`src/rtl/fp_div_seq.sv`:
```
// rtl/fp_div_seq.sv - sequential IEEE-754 single-precision divider (restoring, 26 quotient bits)
// Optional: define FPDIV_ROUND_NEAREST_EN for round-to-nearest-even; default truncates.
module fp_div_seq (
  input  logic        clk,
  input  logic        rst_n,
  input  logic        start,
  input  logic [31:0] a,
  input  logic [31:0] b,
  output logic        busy,
  output logic        done,
  output logic [31:0] q
);

  typedef enum logic [2:0] {IDLE, PREP, DIV, NORM, DONE} state_t;

`ifdef FPDIV_ROUND_NEAREST_EN
  localparam logic RNE = 1'b1;
`else
  localparam logic RNE = 1'b0;
`endif

  state_t             state;
  logic [31:0]        ra, rb;
  logic [23:0]        dvs;
  logic [24:0]        rem;
  logic [25:0]        quo;
  logic [4:0]         cnt;
  logic signed [9:0]  exp_r;
  logic               sgn;

  // One restoring step: compare, conditionally subtract, shift left.
  function automatic logic [25:0] div_step(input logic [24:0] r, input logic [23:0] d);
    logic        ge;
    logic [23:0] diff;
    ge   = r >= {1'b0, d};
    diff = ge ? 24'(r - {1'b0, d}) : r[23:0];
    return {ge, diff, 1'b0};
  endfunction

  // Operand classification, denormals flushed to zero
  logic [7:0]  ea, eb;
  logic        a_zero, b_zero, a_inf, b_inf, a_nan, b_nan, res_sgn;
  logic        special;
  logic [31:0] spec_q;

  assign ea      = ra[30:23];
  assign eb      = rb[30:23];
  assign a_zero  = (ea == 8'h00);
  assign b_zero  = (eb == 8'h00);
  assign a_inf   = (ea == 8'hFF) && (ra[22:0] == 23'd0);
  assign b_inf   = (eb == 8'hFF) && (rb[22:0] == 23'd0);
  assign a_nan   = (ea == 8'hFF) && (ra[22:0] != 23'd0);
  assign b_nan   = (eb == 8'hFF) && (rb[22:0] != 23'd0);
  assign res_sgn = ra[31] ^ rb[31];

  always_comb begin
    special = 1'b1;
    spec_q  = 32'd0;
    if (a_nan || b_nan || (a_zero && b_zero) || (a_inf && b_inf))
      spec_q = 32'hFFFF_FFFF;
    else if (a_inf || b_zero)
      spec_q = {res_sgn, 8'hFF, 23'd0};
    else if (a_zero || b_inf)
      spec_q = {res_sgn, 31'd0};
    else
      special = 1'b0;
  end

  // PREP performs the first division step so DIV needs only 25 cycles.
  logic [24:0] step_r;
  logic [23:0] step_d;
  logic [25:0] step;

  assign step_r = (state == PREP) ? {2'b01, ra[22:0]} : rem;
  assign step_d = (state == PREP) ? {1'b1, rb[22:0]} : dvs;
  assign step   = div_step(step_r, step_d);

  // Normalization, rounding and range checks
  logic               hi, guard, sticky, inc;
  logic [22:0]        mant, mant_f;
  logic [23:0]        mant_r;
  logic signed [9:0]  exp_adj, exp_f;
  logic [31:0]        norm_q;

  assign hi      = quo[25];
  assign mant    = hi ? quo[24:2] : quo[23:1];
  assign guard   = hi ? quo[1] : quo[0];
  assign sticky  = (hi & quo[0]) | (rem != 25'd0);
  assign exp_adj = hi ? exp_r : exp_r - 10'sd1;
  assign inc     = RNE & guard & (sticky | mant[0]);
  assign mant_r  = {1'b0, mant} + {23'd0, inc};
  assign exp_f   = mant_r[23] ? exp_adj + 10'sd1 : exp_adj;
  assign mant_f  = mant_r[23] ? 23'd0 : mant_r[22:0];

  always_comb begin
    norm_q = {sgn, exp_f[7:0], mant_f};
    if (exp_f >= 10'sd255)
      norm_q = {sgn, 8'hFF, 23'd0};
    else if (exp_f <= 10'sd0)
      norm_q = {sgn, 31'd0};
  end

  always_ff @(posedge clk or negedge rst_n) begin
    if (!rst_n) begin
      state <= IDLE;
      busy  <= 1'b0;
      done  <= 1'b0;
      q     <= 32'd0;
      ra    <= 32'd0;
      rb    <= 32'd0;
      dvs   <= 24'd0;
      rem   <= 25'd0;
      quo   <= 26'd0;
      cnt   <= 5'd0;
      exp_r <= 10'sd0;
      sgn   <= 1'b0;
    end else begin
      done <= 1'b0;
      case (state)
        IDLE: begin
          if (start) begin
            ra    <= a;
            rb    <= b;
            busy  <= 1'b1;
            state <= PREP;
          end
        end
        PREP: begin
          sgn <= res_sgn;
          if (special) begin
            q     <= spec_q;
            busy  <= 1'b0;
            done  <= 1'b1;
            state <= DONE;
          end else begin
            dvs   <= {1'b1, rb[22:0]};
            rem   <= step[24:0];
            quo   <= {25'd0, step[25]};
            cnt   <= 5'd1;
            exp_r <= $signed({2'b00, ea}) - $signed({2'b00, eb}) + 10'sd127;
            state <= DIV;
          end
        end
        DIV: begin
          rem <= step[24:0];
          quo <= {quo[24:0], step[25]};
          cnt <= cnt + 5'd1;
          if (cnt == 5'd25)
            state <= NORM;
        end
        NORM: begin
          q     <= norm_q;
          busy  <= 1'b0;
          done  <= 1'b1;
          state <= DONE;
        end
        DONE: state <= IDLE;
        default: begin
          busy  <= 1'b0;
          state <= IDLE;
        end
      endcase
    end
  end

endmodule
```
`config.mk`:
```
export PLATFORM = sky130hd
export DESIGN_NAME = fp_div_seq
export DESIGN_NICKNAME = d
export VERILOG_FILES = /design/src/rtl/fp_div_seq.sv
export SDC_FILE = /design/constraint.sdc
export NUM_CORES = 1
export LEC_CHECK = 0
export BUFFER_PORTS_ARGS = -buffer_cell sky130_fd_sc_hd__buf_4
export CORE_MARGIN = 1
export CORE_UTILIZATION = 55
export CTS_BUF_LIST = sky130_fd_sc_hd__clkbuf_8
export DETAILED_ROUTE_END_ITERATION = 8
export HOLD_SLACK_MARGIN = 0.03
export PLACE_DENSITY = 0.73
export SLEW_MARGIN = 15
export SYNTH_ARGS = -nofsm -noshare
export SYNTH_HDL_FRONTEND = slang
export SYNTH_SLANG_ARGS = --single-unit
```
`constraint.sdc`:
```
create_clock -name clk -period 5.9 [get_ports clk]
set_input_delay 0 -clock clk [delete_from_list [all_inputs] [get_ports clk]]
set_output_delay 0 -clock clk [all_outputs]
set_load 0.02 [all_outputs]
```
# Yosys cells after proc, flatten, opt, wreduce, memory -nomap -nowiden
# Cells that the tools add are included.
# Widths: inputs -> output; s select.
[totals]
output_inout_bits = 34
wordCells = 91
reg_bits = 192
inputBits = 67
[classes]
n_reduce_logical = 27
add_sub_neg = 5
muxes = 30
bitwise = 3
order_cmp = 3
eq_ne = 11
[op_table]
columns = ["operator", "n"]
rows = [
  ["$mux 32", 4],
  ["$pmux 32 s2", 1],
  ["$mux 31", 2],
  ["$pmux 26 s2", 1],
  ["$mux 25", 2],
  ["$pmux 25 s2", 1],
  ["$mux 24", 2],
  ["$logic_not 23->1", 2],
  ["$reduce_bool 23->1", 2],
  ["$mux 26", 1],
  ["$ge 25x24->1", 1],
  ["$sub 24x24->24", 1],
  ["$mux 23", 1],
  ["$eq 8x8->1 const B", 2],
  ["$logic_not 8->1", 2],
  ["$pmux 3 s4", 1],
  ["$add 9x8->10 const B", 1],
  ["$ge 10x9->1 const B", 1],
  ["$le 10x1->1 const B", 1],
  ["$mux 10", 1],
  ["$pmux 5 s2", 1],
  ["$reduce_and 2->1", 5],
  ["$sub 10x2->10 const B", 1],
  ["$mux 3", 3],
  ["19 further kinds", 39],
]

# Depth between registers and ports, before layout
# Gate-level depths: netlist of the first run.
[logic_depth]
ltp_word = 8
depth_mapped = 18
mapped_depth_nobuf = 15

# Worst setup path after synthesis of the first run
# Ideal clock, no wire load.
[synth_timing]
path_kind = "reg2reg"
startpoint = "register state[1]"
endpoint = "register rem[23]"
arrival_ns = 4.099
path_buffers = 4
path_stages_with_launch = 17
slack_ns = 1.720
required_time_ns = 5.820
setup_ns = 0.080
cell_sequence = "dfrtp_1 -> clkbuf_1 -> nand2b_1 -> clkbuf_1 -> buf_2 -> buf_1 -> mux2i_1 -> fa_1 -> a211oi_2 -> nor2_1 -> a21oi_2 -> a31oi_1 -> or4_4 -> a31oi_4 -> o31ai_2 -> mux2_4 -> nor3_2"
[synth_between]
elab_chain_cells = 6
[synth_rtl]
columns = ["element", "line", "source"]
rows = [
  ["start, declared", "22", "state_t state;"],
  ["start signal, assigned", "105", "state <= IDLE;"],
  ["start signal, assigned", "125", "state <= PREP;"],
  ["start signal, assigned", "134", "state <= DONE;"],
  ["$eq 3x1->1", "74, 75, 119", ""],
  ["$mux 25 or $mux 24 (tied branches)", "74, 75", ""],
  ["$sub 24x24->24 or $ge 25x24->1 (tied branches)", "36, 35", ""],
  ["$mux 24", "36", "diff = ge ? 24'(r - {1'b0, d}) : r[23:0];"],
  ["$mux 25", "130", "if (special) begin"],
  ["$pmux 25 s2", "119", "case (state)"],
  ["end signal, assigned", "137", "rem <= step[24:0];"],
  ["end signal, assigned", "145", "rem <= step[24:0];"],
  ["end, declared", "25", "logic [24:0] rem;"],
]
# Several ways; a longest one is shown, not always the timed one. The select of a mux whose other input is x is not followed.
# A chain may end at the register's enable or synchronous reset.

# Worst setup path in the final report of the first run
[layout_timing]
startpoint = "register state[0]"
endpoint = "register rem[23]"
# The elaborated chain is that of the path after synthesis.

==> results of run 1 <==
## cells in the mapped netlist (4+ instances only)
cell	count	area (um^2)
xor2_1	19	166
nand2b_1	10	62.6
a21oi_1	55	275
o21a_1	7	52.6
a31o_2	4	35.0
mux2i_1	45	450
or4_1	4	30.0
a21o_1	14	105
o21ai_0	44	220
nand3_1	45	225
xnor2_1	20	175
o221a_2	6	67.6
buf_1	5	18.8
clkbuf_1	32	120
nand2_1	116	435
inv_1	21	78.8
nor3_1	14	70.1
nor2_1	88	330
dfrtp_1	191	4780
o31ai_1	4	30.0
nor2b_1	5	31.3
mux2_2	104	1170
nand4_1	15	93.8
or3_1	5	31.3
ha_1	36	450
buf_2	9	45.0
o22a_1	24	210
nor4_1	13	81.3
## worst min-delay path by stage
stage                from                  to  slack, ns  cells past startpoint
floorplan           rst_n    busy$_DFFE_PN0P_      -0.30                      0
global placement    b[26]  rb[26]$_DFFE_PN0P_       0.21                      3
detailed placement  rst_n  ra[25]$_DFFE_PN0P_       0.22                      1
CTS                 b[26]  rb[26]$_DFFE_PN0P_       0.26                      4
global route         b[7]   rb[7]$_DFFE_PN0P_       0.26                      3
finish              rst_n  ra[25]$_DFFE_PN0P_       0.22                      2
## stage by stage
| stage | total power, W | instances |
|---|---|---|
| 6_report | 0.00849 | 1402 |
| 4_1_cts | 0.00849 | 1402 |
| 5_1_grt | 0.00922 | 1402 |
| 3_3_place_gp | 0.00745 | 1305 |
| 2_1_floorplan | 0.00636 | 1016 |
| 3_5_place_dp | 0.00757 | 1305 |
## flip-flops by register name, summed over array words and instances (netlist names)
signal / cells
busy: 1
done: 1
state: 3
cnt: 5
quo: 26
sgn: 1
ra: 32
dvs: 24
exp_r: 10
rem: 24
q: 32
rb: 32
## routing by layer
layer / track usage (%) / part of all wire (%) / vias up
met5: 0 / 0 / -
met4: 8.83 / 1.8 / 0
met3: 3.82 / 3.6 / 30
met2: 43.2 / 49 / 163
met1: 34.5 / 46 / 4006
li1: - / - / 3932
## final cells by class
cell class                 instances  area (um^2)  share of cell area (%)
multi-input combinational        754         5340                    43.2
sequential                       191         4780                    38.6
timing repair buffer             175         1500                    12.1
tap                              229          287                    2.32
clock buffer                      17          234                    1.89
clock inverter                    14          148                    1.19
inverter                          22         82.6                   0.668
## timing repair
item	CTS	global route
setup endpoints to repair	0	0
endpoints found under the hold margin	185	0
hold buffers	66	0
## worst max-delay path, cell delays in order, from the launching register on
cell,delay (ns)
dfrtp_1,0.43
nor2b_1,0.17
nand2b_2,0.59
buf_12,0.28
mux2_2,0.37
ha_1,0.37
nand2_1,0.11
o2111ai_1,0.14
a41oi_1,0.29
a31oi_2,0.16
nor3_1,0.25
or2_1,0.86
nor3_1,0.09
mux2_4,0.31
nor3_2,0.14
## power groups by stage
stage,Clock (W),Combinational [W],Sequential [W]
2_1_floorplan,0,0.00395,0.00241
3_3_place_gp,0,0.00502,0.00243
3_5_place_dp,0,0.00512,0.00245
4_1_cts,0.000878,0.00519,0.00243
5_1_grt,0.000930,0.00577,0.00252
6_report,0.000863,0.00519,0.00244
## cells by family after synthesis
| kind of cell | count (synthesis) | share of synthesized area (%) |
|---|---|---|
| xor+xnor | 39 | 3.29 |
| fa+ha+maj | 38 | 4.72 |
| mux | 150 | 15.7 |
| simple gates | 334 | 14.9 |
| flops | 191 | 46.0 |
| compound gates | 193 | 12.6 |
| buf+inv | 71 | 2.83 |
==> results.json, run 1 <==
{
  "die_y_um": 139,
  "seqPwrFrac_pct": 28.7,
  "synth_area_per_cell_um2": 10.2,
  "detail-route-antenna-nets": 0,
  "p_leak_nw": 5.52,
  "cp-startpoint": "state[0]$_DFFE_PN0P_",
  "startpoint_type": "register",
  "switching_power_w": 0.00390,
  "reg2reg_depth": 14,
  "drt-total-wl_mm": 23.8,
  "syn_inst": 1016,
  "portBuffers": 100,
  "cp-endpoint": "rem[23]$_DFFE_PN0P_",
  "route.detailed.drc": 0,
  "r2r_setup_slack_ns": 1.26,
  "worst_hold_slack_ns": 0.222,
  "netSwitchingFraction_pct": 45.9,
  "dieWidth_um": 139,
  "async_flop_share_pct": 100,
  "fmax_mhz": 215,
  "ys_types": 64,
  "hold_path.class": "in2async",
  "grt_max_degree": 122,
  "synth_ff_type": "dfrtp_1",
  "peakVddDrop_v": 0.000372,
  "hpwl_mm": 16.3,
  "fin_crit_ns": 4.64,
  "rows": 49,
  "fin_area_um2": 12400,
  "rsz0062_at_grt": "no",
  "reg2reg_to": "rem[23]$_DFFE_PN0P_",
  "nFillCells": 1438,
  "initial_core_util_pct": 56.9,
  "io_pins": 101,
  "layout_commonest_cell": "dfrtp_1",
  "root_buffer": "clkbuf_8",
  "gp_congestion": 0.893,
  "worstPathArrival_ns": 5.05,
  "status": "completed",
  "internal-power_w": 0.00459,
  "grt_pass1_vias": 8087,
  "timing.final.crit_share_pct": 78.7,
  "numCtsBuffers": 17,
  "yosys_register_bits": 191,
  "fp.coreArea_um2": 18300,
  "clkPwrFrac_pct": 10.2,
  "yosysWarnings": 0,
  "cts.path.max_buffers": 2,
  "pre_cts_slack_ns": 1.34,
  "gr-total-overflow": 0,
  "die_area_um2": 19500,
  "synth-seq-area-share_pct": 46.0,
  "layout_common_cells": "191 x dfrtp_1, 115 x nand2_1, 107 x buf_4, 104 x mux2_2, 88 x nor2_1",
  "synth_area_um2": 10400,
  "drt_iter0_drc": 513,
  "h-tree-depth": 4,
  "vias_per_cell": 5.80,
  "nets": 1266,
  "cts_setup_buffers": 0,
  "maxSlewViolCount": 0,
  "antenna_found_initial": 0,
  "insertedDiodeCount": 0,
  "clkLatencyLatePin_ns": 0.49,
  "numClockSinks": 191,
  "timing.rr.start": "state[0]$_DFFE_PN0P_",
  "synthToLayoutAreaGrowth_pct": 19.0,
  "cts_tree": "yes",
  "vias": 8131,
  "clk_pin_slew_ns": 0.10,
  "relSlewSlack_pct": 24.5,
  "drive_gt1_share_pct": 23.8,
  "final_util_pct": 67.7,
  "synth_edf_count": 0,
  "wl_per_cell_um": 17.0,
  "layout_setup_ws_ns": 1.26,
  "dr.pass1.iters": 4,
  "place_area_um2": 11300,
  "critical_path.max_fanout": 29,
  "grt_use_total_pct": 25.9,
  "crit_type": "reg2reg",
  "comb_power_share_pct": 61.1,
  "setup_violations": 0,
  "p_per_area_nw_per_um2": 687,
  "end_kind": "register",
  "max_cap_violations": 0,
  "syn_nets": 1121,
  "cp.required_ns": 6.30,
  "hold_violations": 0,
  "ctsResizeCount": 0,
  "tightest_slew_ns": 1.13,
  "grt_pass1_wl_mm": 40.0,
  "fin_skew_ns": 0.0167,
  "fin_setup_tns_ns": 0
}
No activity file was read; power rests on OpenSTA's default activity.
==> inputs of run 2 (changes only) <==
--- a/config.mk
+++ b/config.mk
@@ -11,7 +11,7 @@
 export CTS_BUF_LIST = sky130_fd_sc_hd__clkbuf_8
 export DETAILED_ROUTE_END_ITERATION = 8
 export HOLD_SLACK_MARGIN = 0.03
-export PLACE_DENSITY = 0.73
+export PLACE_DENSITY = 0.76
 export SLEW_MARGIN = 15
 export SYNTH_ARGS = -nofsm -noshare
 export SYNTH_HDL_FRONTEND = slang
==> constraint.sdc (replaced) <==
create_clock -name clk -period 3.9 [get_ports clk]
set_input_delay 0 -clock clk [delete_from_list [all_inputs] [get_ports clk]]
set_output_delay 0 -clock clk [all_outputs]
set_load 0.02 [all_outputs]
==> results.json, run 2 (synthesis results as in run 1) <==
{
  "pre_cts_slack_ns": 0.194,
  "nets": 1277,
  "reg2reg_depth": 14,
  "detail-route-antenna-nets": 0,
  "clk_pin_slew_ns": 0.10,
  "ff_latch_area_um2": 4780,
  "fin_crit_ns": 3.69,
  "rsz0062_at_grt": "no",
  "place_area_um2": 11400,
  "fin_skew_ns": 0.0149,
  "hpwl_mm": 16.7,
  "status": "completed",
  "drive_gt1_share_pct": 24.5,
  "r2r_setup_slack_ns": 0.21,
  "initial_core_util_pct": 56.9,
  "critPathBufInv": 1,
  "tightest_slew_ns": 0.910,
  "cp.required_ns": 4.29,
  "wl_per_cell_um": 17.2,
  "numCtsBuffers": 17,
  "cp_cell_sequence": "nor2b_2, nand2b_4, buf_12, mux2_2, ha_1, o21ai_0, nor2_1, a21oi_2, a31oi_1, or4_4, a31oi_4, o31ai_2, mux2_4, nor3_2",
  "dieWidth_um": 139,
  "reg_top3": "q (32), ra (32), rb (32)",
  "hold_violations": 0,
  "placedCellCount": 1315,
  "cts_tree": "yes",
  "worstPathArrival_ns": 4.08,
  "fin_setup_tns_ns": 0,
  "drt_iter0_drc": 387,
  "vias": 8226,
  "fin_area_um2": 12500,
  "p_per_area_nw_per_um2": 1040,
  "synthToLayoutAreaGrowth_pct": 20.0,
  "maxSlewViolCount": 0,
  "timing.rr.start": "state[0]$_DFFE_PN0P_",
  "setup_violations": 0,
  "fmax_mhz": 271,
  "critPathMaxStageDelay_ns": 0.55,
  "startpoint_type": "register",
  "critical_path.max_fanout": 12,
  "layout_commonest_cell": "dfrtp_1",
  "route.detailed.drc": 0,
  "cts_setup_buffers": 0,
  "nFillCells": 1406,
  "layout_setup_ws_ns": 0.212,
  "gp_congestion": 0.902,
  "antenna_found_initial": 0,
  "vias_per_cell": 5.82,
  "dr.pass1.iters": 6,
  "cts.path.max_buffers": 2,
  "die_y_um": 139,
  "die_area_um2": 19500,
  "relSlewSlack_pct": 39.2,
  "fp.coreArea_um2": 18300,
  "peakVddDrop_v": 0.000624,
  "h-tree-depth": 4,
  "insertedDiodeCount": 0,
  "timing.final.crit_share_pct": 94.6,
  "grt_max_degree": 116,
  "grt_pass1_wl_mm": 40.7,
  "drt-total-wl_mm": 24.3,
  "crit_type": "reg2reg",
  "numClockSinks": 191,
  "gr-total-overflow": 0,
  "portBuffers": 100,
  "root_buffer": "clkbuf_8",
  "clkLatencyLatePin_ns": 0.46,
  "fin_cells": 1413,
  "p_leak_nw": 5.60,
  "cp_top_family": "simple AND/OR/NAND/NOR gates",
  "io_pins": 101,
  "max_cap_violations": 0,
  "crit_path_top_delay_cell": "or4_4",
  "layout_common_cells": "191 x dfrtp_1, 115 x nand2_1, 115 x buf_4, 104 x mux2_2, 88 x nor2_1",
  "grt_use_total_pct": 26.2,
  "end_kind": "register",
  "reg2reg_to": "rem[23]$_DFFE_PN0P_",
  "multi_input_area_um2": 5360,
  "grt_pass1_vias": 8228,
  "rows": 49,
  "hold_path.class": "in2async"
}
[run 2: cell count changes in the layout (fill, tap and decap cells not counted), sizes merged]
cell,previous run,this run
buf,108,118
bufinv,1,0
clkbuf,18,21
clkinv,1,3
clkinvlp,4,1
[run 2: stage by stage]
| step | total power [W] | hold slack [ns] | utilization [%] |
|---|---|---|---|
| after global routing | 0.0141 | 0.289 | 68.3 |
| after CTS | 0.0129 | 0.269 | 68.0 |
| after floorplan | 0.00962 | -0.296 | - |
| after detailed placement | 0.0116 | 0.203 | 62.5 |
| final | 0.0130 | 0.242 | 68.3 |
| after global placement | 0.0114 | 0.197 | 62.5 |
[run 2: worst max path at each step]
| stage | start | cells after the start | end |
|---|---|---|---|
| final | state[0]$_DFFE_PN0P_ | 14 | rem[23]$_DFFE_PN0P_ |
| after global routing | state[0]$_DFFE_PN0P_ | 14 | rem[5]$_DFFE_PN0P_ |
| after CTS | state[0]$_DFFE_PN0P_ | 14 | rem[13]$_DFFE_PN0P_ |
| after detailed placement | state[0]$_DFFE_PN0P_ | 14 | rem[13]$_DFFE_PN0P_ |
| after global placement | state[0]$_DFFE_PN0P_ | 14 | rem[13]$_DFFE_PN0P_ |
| after floorplan | state[1]$_DFFE_PN0P_ | 16 | rem[23]$_DFFE_PN0P_ |
[run 2: power breakdown]
| part | total [W] | internal [W] | switching (W) | leakage [nW] |
|---|---|---|---|---|
| combinational | 0.00806 | 0.00364 | 0.00442 | 3.09 |
| sequential | 0.00371 | 0.00292 | 0.000788 | 2.31 |
| clock | 0.00120 | 0.000479 | 0.000717 | 0.189 |
| total | 0.0130 | 0.00704 | 0.00593 | 5.60 |
[run 2: worst register-to-register path, stage by stage (launching register included)]
cell	delay (ns)
dfrtp_1	0.43
nor2b_2	0.19
nand2b_4	0.16
buf_12	0.18
mux2_2	0.36
ha_1	0.37
o21ai_0	0.19
nor2_1	0.11
a21oi_2	0.19
a31oi_1	0.17
or4_4	0.55
a31oi_4	0.19
o31ai_2	0.08
mux2_4	0.30
nor3_2	0.14
[run 2: repair_timing]
action,CTS,global route
resized for setup,0,6
hold endpoints to repair,179,0
hold buffers,66,0
endpoints found under the setup margin,0,7
[run 2: cell type report]
| class | instances | share of cell area, % |
|---|---|---|
| clock inverter | 12 | 0.702 |
| clock buffer | 19 | 2.10 |
| multi-input combinational | 754 | 43.0 |
| timing repair buffer | 186 | 12.9 |
| sequential | 191 | 38.3 |
| inverter | 22 | 0.662 |
| tap | 229 | 2.30 |
[run 2: layer usage]
layer  global-route usage [%]  part of all wire (%)  vias to the layer above
li1                         -                     -                     3948
met1                     34.6                    46                     4058
met2                     44.7                    49                      185
met3                     4.30                   3.7                       35
met4                     7.31                   1.9                        0
met5                        0                     0                        -
